### config.mk
export PLATFORM = sky130hd
export DESIGN_NAME = stm_focus_sequencer
export DESIGN_NICKNAME = d
export VERILOG_FILES = /design/src/rtl/stm_focus_sequencer.sv
export SDC_FILE = /design/constraint.sdc
export NUM_CORES = 1
export LEC_CHECK = 0
export ABC_AREA = 1
export CORE_AREA = 2 2 126 128
export CTS_CLUSTER_DIAMETER = 80
export CTS_CLUSTER_SIZE = 25
export DETAILED_ROUTE_END_ITERATION = 10
export DIE_AREA = 0 0 128 130
export DONT_BUFFER_PORTS = 1
export PLACE_DENSITY = 0.66
export SLEW_MARGIN = 10
export SYNTH_ARGS = -nofsm -noshare
export SYNTH_HDL_FRONTEND = slang
export SYNTH_SLANG_ARGS = --single-unit
export TNS_END_PERCENT = 1
### constraint.sdc
create_clock -name CLK -period 2.4 [get_ports CLK]
set_clock_uncertainty 0.2 [all_clocks]
set_input_delay 0.48 -clock CLK [delete_from_list [all_inputs] [get_ports CLK]]
set_output_delay 0.48 -clock CLK [all_outputs]
set_load 0.03 [all_outputs]
### src/rtl/stm_focus_sequencer.sv
// Point sequencer for the focus-STM datapath: divides UPDATE ticks into point steps,
// issues one START/IDX per point and tracks the datapath's DEPTH-beat busy window.
module stm_focus_sequencer #(
    parameter int DEPTH = 249,
    parameter int WIDTH = 16
) (
    input  logic             CLK,
    input  logic             RST,
    input  logic             ENABLE,
    input  logic             UPDATE,
    input  logic [WIDTH-1:0] CYCLE,
    input  logic [WIDTH-1:0] FREQ_DIV,
    input  logic [WIDTH-1:0] REP,
    input  logic             DOUT_VALID,
    output logic             START,
    output logic [WIDTH-1:0] IDX,
    output logic             BUSY,
    output logic             DONE,
    output logic             OVERRUN,
    output logic [1:0]       STATE
);

    typedef enum logic [1:0] {
        IDLE  = 2'd0,
        RUN   = 2'd1,
        DRAIN = 2'd2,
        FIN   = 2'd3
    } state_t;

    localparam logic [WIDTH-1:0] LAST_BEAT = WIDTH'(DEPTH - 1);
    localparam logic [WIDTH-1:0] ONE       = WIDTH'(1);
    localparam logic [WIDTH-1:0] INF_REP   = '1;
    localparam logic [WIDTH-1:0] LOOP_SAT  = INF_REP - ONE;

    state_t           state;
    logic [WIDTH-1:0] cyc_last;
    logic [WIDTH-1:0] div_last;
    logic [WIDTH-1:0] rep_cfg;
    logic [WIDTH-1:0] nxt_idx;
    logic [WIDTH-1:0] div_cnt;
    logic [WIDTH-1:0] loop_cnt;
    logic [WIDTH-1:0] beat_cnt;
    logic             pend;

    logic issue;
    logic advance;
    logic wrap;
    logic last_loop;

    // Handshake: START is a one-cycle request with IDX held until the next START; the
    // datapath answers with exactly DEPTH DOUT_VALID beats, and no new START is raised
    // until the last of those beats has been seen (BUSY low).
    always_comb begin
        issue     = pend && !BUSY;
        advance   = UPDATE && (div_cnt == div_last);
        wrap      = (nxt_idx == cyc_last);
        last_loop = wrap && (rep_cfg != INF_REP) && (loop_cnt == rep_cfg);
    end

    assign STATE = state;

    always_ff @(posedge CLK) begin
        if (RST) begin
            state    <= IDLE;
            START    <= 1'b0;
            IDX      <= '0;
            BUSY     <= 1'b0;
            DONE     <= 1'b0;
            OVERRUN  <= 1'b0;
            cyc_last <= '0;
            div_last <= '0;
            rep_cfg  <= '0;
            nxt_idx  <= '0;
            div_cnt  <= '0;
            loop_cnt <= '0;
            beat_cnt <= '0;
            pend     <= 1'b0;
        end else begin
            START <= 1'b0;

            // Beat counting runs in every state so DRAIN and FIN see the datapath finish.
            if (BUSY && DOUT_VALID) begin
                beat_cnt <= beat_cnt + ONE;
                if (beat_cnt == LAST_BEAT) begin
                    BUSY <= 1'b0;
                end
            end

            unique case (state)
                IDLE: begin
                    DONE <= 1'b0;
                    if (ENABLE) begin
                        cyc_last <= CYCLE;
                        div_last <= (FREQ_DIV == '0) ? '0 : FREQ_DIV - ONE;
                        rep_cfg  <= REP;
                        nxt_idx  <= '0;
                        div_cnt  <= '0;
                        loop_cnt <= '0;
                        pend     <= 1'b1;
                        OVERRUN  <= 1'b0;
                        state    <= RUN;
                    end
                end

                RUN: begin
                    if (!ENABLE) begin
                        pend  <= 1'b0;
                        state <= DRAIN;
                    end else begin
                        if (issue) begin
                            START    <= 1'b1;
                            IDX      <= nxt_idx;
                            BUSY     <= 1'b1;
                            beat_cnt <= '0;
                            pend     <= 1'b0;
                        end
                        if (UPDATE) begin
                            if (!advance) begin
                                div_cnt <= div_cnt + ONE;
                            end else begin
                                div_cnt <= '0;
                                nxt_idx <= wrap ? '0 : nxt_idx + ONE;
                                if (wrap && (loop_cnt != LOOP_SAT)) begin
                                    loop_cnt <= loop_cnt + ONE;
                                end
                                if (last_loop) begin
                                    pend  <= 1'b0;
                                    state <= FIN;
                                end else begin
                                    // A request still waiting (not consumed this cycle) is replaced.
                                    pend <= 1'b1;
                                    if (pend && !issue) begin
                                        OVERRUN <= 1'b1;
                                    end
                                end
                            end
                        end
                    end
                end

                DRAIN: begin
                    if (!BUSY) begin
                        state <= IDLE;
                    end
                end

                FIN: begin
                    if (!ENABLE) begin
                        DONE  <= 1'b0;
                        state <= IDLE;
                    end else begin
                        DONE <= !BUSY;
                    end
                end

                default: begin
                    state <= IDLE;
                end
            endcase
        end
    end

endmodule

==> results of run 1 <==
-- synth_stat cells, types with 4 or more instances --
library cell	instances	area, um2
nor4_1	8	50.05
inv_2	10	37.54
buf_2	10	50.05
nand4_1	18	112.6
o21ai_0	61	305.3
a21oi_1	68	340.3
clkbuf_1	22	82.58
nor2_2	4	25.02
dfxtp_1	135	2703
buf_6	6	67.56
ha_1	12	150.1
xor2_1	37	324.1
nor3_1	22	110.1
nand2_1	276	1036
nand3_2	4	40.04
xnor2_1	30	262.8
nor2_1	179	671.9
nand3_1	70	350.3
inv_1	135	506.7
-- cells by family (layout without fill, tap and decap cells) --
kind of cell,after synthesis,after routing
adders and majority gates,12,12
AOI/OAI and AO/OA,147,147
xor gates and xnor gates,67,67
and+or+nand+nor,594,594
DFF,135,135
buffers and inverters,185,201
-- worst register-to-register path, cell delays in order, from the launching register on --
cell     delay [ns]
dfxtp_1        0.36
inv_1          0.09
ha_1           0.27
nand2_2        0.16
buf_12         0.27
inv_1          0.43
nor2_1         0.22
nor2_1         0.06
-- routing by layer --
layer	global-route usage, %	vias to the layer above	wire length, um
met5	0	-	0
met3	5.617	28	1015
met2	38.47	187	8463
met1	30.24	3117	8924
met4	7.369	0	291
li1	-	3612	-
-- power breakdown --
group	internal [uW]	leakage, uW	switching [uW]
clock	1650	0.000284	1000
sequential	2530	0.00110	262
combinational	879	0.00200	1770
-- per-stage QoR --
stage	std cells	power, uW	setup slack (ns)
2_1_floorplan	1140	4841	0.1434
3_3_place_gp	1317	5442	0.2721
3_5_place_dp	1317	5463	0.2398
4_1_cts	1348	8137	0.2287
5_1_grt	1348	8591	0.02924
6_report	1348	8092	0.2304
-- area by class of cell --
cell class              instances  area [um2]
clock buffers                  18       439.2
clock inverters                12       153.9
fillers                      1567        7069
inverters                     145       544.3
multi-input cells             820        4043
flip-flops and latches        135        2703
well taps                     192       240.2
repair buffers                 26       232.7
-- path summary, 6_finish.rpt --
check | start | end | slack [ns] | cells past startpoint
max | STATE[0]$_SDFFE_PP0P_ | rep_cfg[0]$_SDFFE_PP0P_ | 0.23 | 7
min reg2reg | beat_cnt[6]$_SDFF_PP0_ | beat_cnt[6]$_SDFF_PP0_ | 0.26 | 1
max reg2reg | STATE[0]$_SDFFE_PP0P_ | rep_cfg[0]$_SDFFE_PP0P_ | 0.23 | 7
min | ENABLE | pend$_SDFFE_PP0P_ | 0.02 | 2
-- repair_timing --
action                                 CTS  global route
hold buffers                             1             0
endpoints found under the hold margin   45             0
setup buffers                            0             0
-- sequential cells by signal (all words and copies together) (netlist names) --
signal / cells
cyc_last: 16
IDX: 16
loop_cnt: 16
div_last: 16
pend: 1
START: 1
beat_cnt: 16
div_cnt: 16
STATE: 2
BUSY: 1
OVERRUN: 1
DONE: 1
rep_cfg: 16
nxt_idx: 16
==> impl_metrics.tcl, run 1 <==
set metrics [dict create \
    status "finished, final reports clean" \
    slowest_delay_ns 0.41 \
    drive_gt1_share_pct 7.353 \
    syn_inst 1140 \
    ctsResizeCount 0 \
    cp_data_arrival_time_ns 2.28 \
    final_common_cell "nand2_1" \
    max_freq_mhz 460.9 \
    port-buffer-count 0 \
    yosysWarnings 0 \
    critPathTopFamily "buffers and inverters" \
    die_area_mm2 0.01664 \
    dp_hpwl_um 13560 \
    syn_area_mm2 0.007498 \
    place_area_mm2 0.007742 \
    synth-xor-area-share_pct 7.826 \
    syn_avg_cell_area_um2 6.578 \
    synth-seq-cells 135 \
    io_pins 75 \
    fin_crit_sh_pct 90.40 \
    grt_usage_pct 23.28 \
    finalSetupTns_ns 0 \
    root_buffer "clkbuf_16" \
    grt_max_degree 62 \
    crit_fanout 61 \
    cts_buffers 17 \
    wl_per_cell_um 13.87 \
    worstSetupPathType "register to register" \
    cp.required_ns 2.51 \
    grt_pass1_vias 6400 \
    htree_levels 4 \
    cp-start-kind "register" \
    drtPass1Iterations 5 \
    synthesis.nets 1205 \
    clock-sinks 135 \
    postRouteAntennaNets 0 \
    via_per_inst 5.151 \
    whs_ns 0.01956 \
    utilization_pct 54.17 \
    async_reset_ff_share_pct 0 \
    yosys.cell_types.count 41 \
    p_per_area_mw_per_mm2 968.4 \
    areaGrowthSynthToFinish_pct 11.43 \
    setup_viol 0 \
    final_hold_viol_count 0 \
    slew_headroom_pct 46.97 \
    muxShareOfSynthArea_pct 0 \
    synth-main-ff-cell "dfxtp_1" \
    die_x_um 128 \
    synthSimpleGateAreaFrac_pct 33.46 \
    die_height_um 130 \
    dr.first_iter.drc_count 469 \
    vdd_drop_max_v 0.0005901 \
    synth_edf_count 0 \
    routed-via-count 6944 \
    hp-class "input port to register" \
    cts_tree "built" \
    clkTransAtPathRegs_ns 0.06 \
    end_kind "register" \
    fin_nets 1210 \
    synth_top_family_by_area "simple AND/OR/NAND/NOR gates" \
    rsz0062_at_grt "no" \
    coreArea_mm2 0.01542 \
    leakagePower_uw 0.003382 \
    routed_wl_um 18690 \
    n_antenna_cell 0 \
    clockBufferDepth 2 \
    final_cell_mix "nand2_1, nor2_1, dfxtp_1, inv_1, nand3_1" \
    worstMarginPinSlew_ns 0.7946 \
    clk_latency_ns 0.42 \
    finalWeightedCongestion 0.8654 \
    synth_compound_area_share_pct 10.60 \
    drc 0 \
    worstPathCellList "inv_1 -> ha_1 -> nand2_2 -> buf_12 -> inv_1 -> nor2_1 -> nor2_1" \
    fin_crit_ns 2.170 \
    overflow 0 \
    synthAdderAreaFrac_pct 2.002 \
    ys_seq_area_share_pct 36.04 \
    rows 46 \
    start_util_pct 48.61 \
    drv_cap 0 \
    drv_slew 0 \
    final_area_mm2 0.008356 \
    grt_pass1_wl_um 30950 \
    antenna_found_initial 0 \
    crit_buf_inv 3 \
    cpMaxStageDelayCell "inv_1" \
]
(Power assumes the default switching activity.)
==> run 2, diff against run 1 <==
--- a/config.mk
+++ b/config.mk
@@ -8,7 +8,6 @@
 export ABC_AREA = 1
 export CORE_AREA = 2 2 126 128
 export CTS_CLUSTER_DIAMETER = 80
-export CTS_CLUSTER_SIZE = 25
 export DETAILED_ROUTE_END_ITERATION = 10
 export DIE_AREA = 0 0 128 130
 export DONT_BUFFER_PORTS = 1
==> results of run 2 <==
Same layout as run 1: the final DEF is identical, and so are final timing and power.
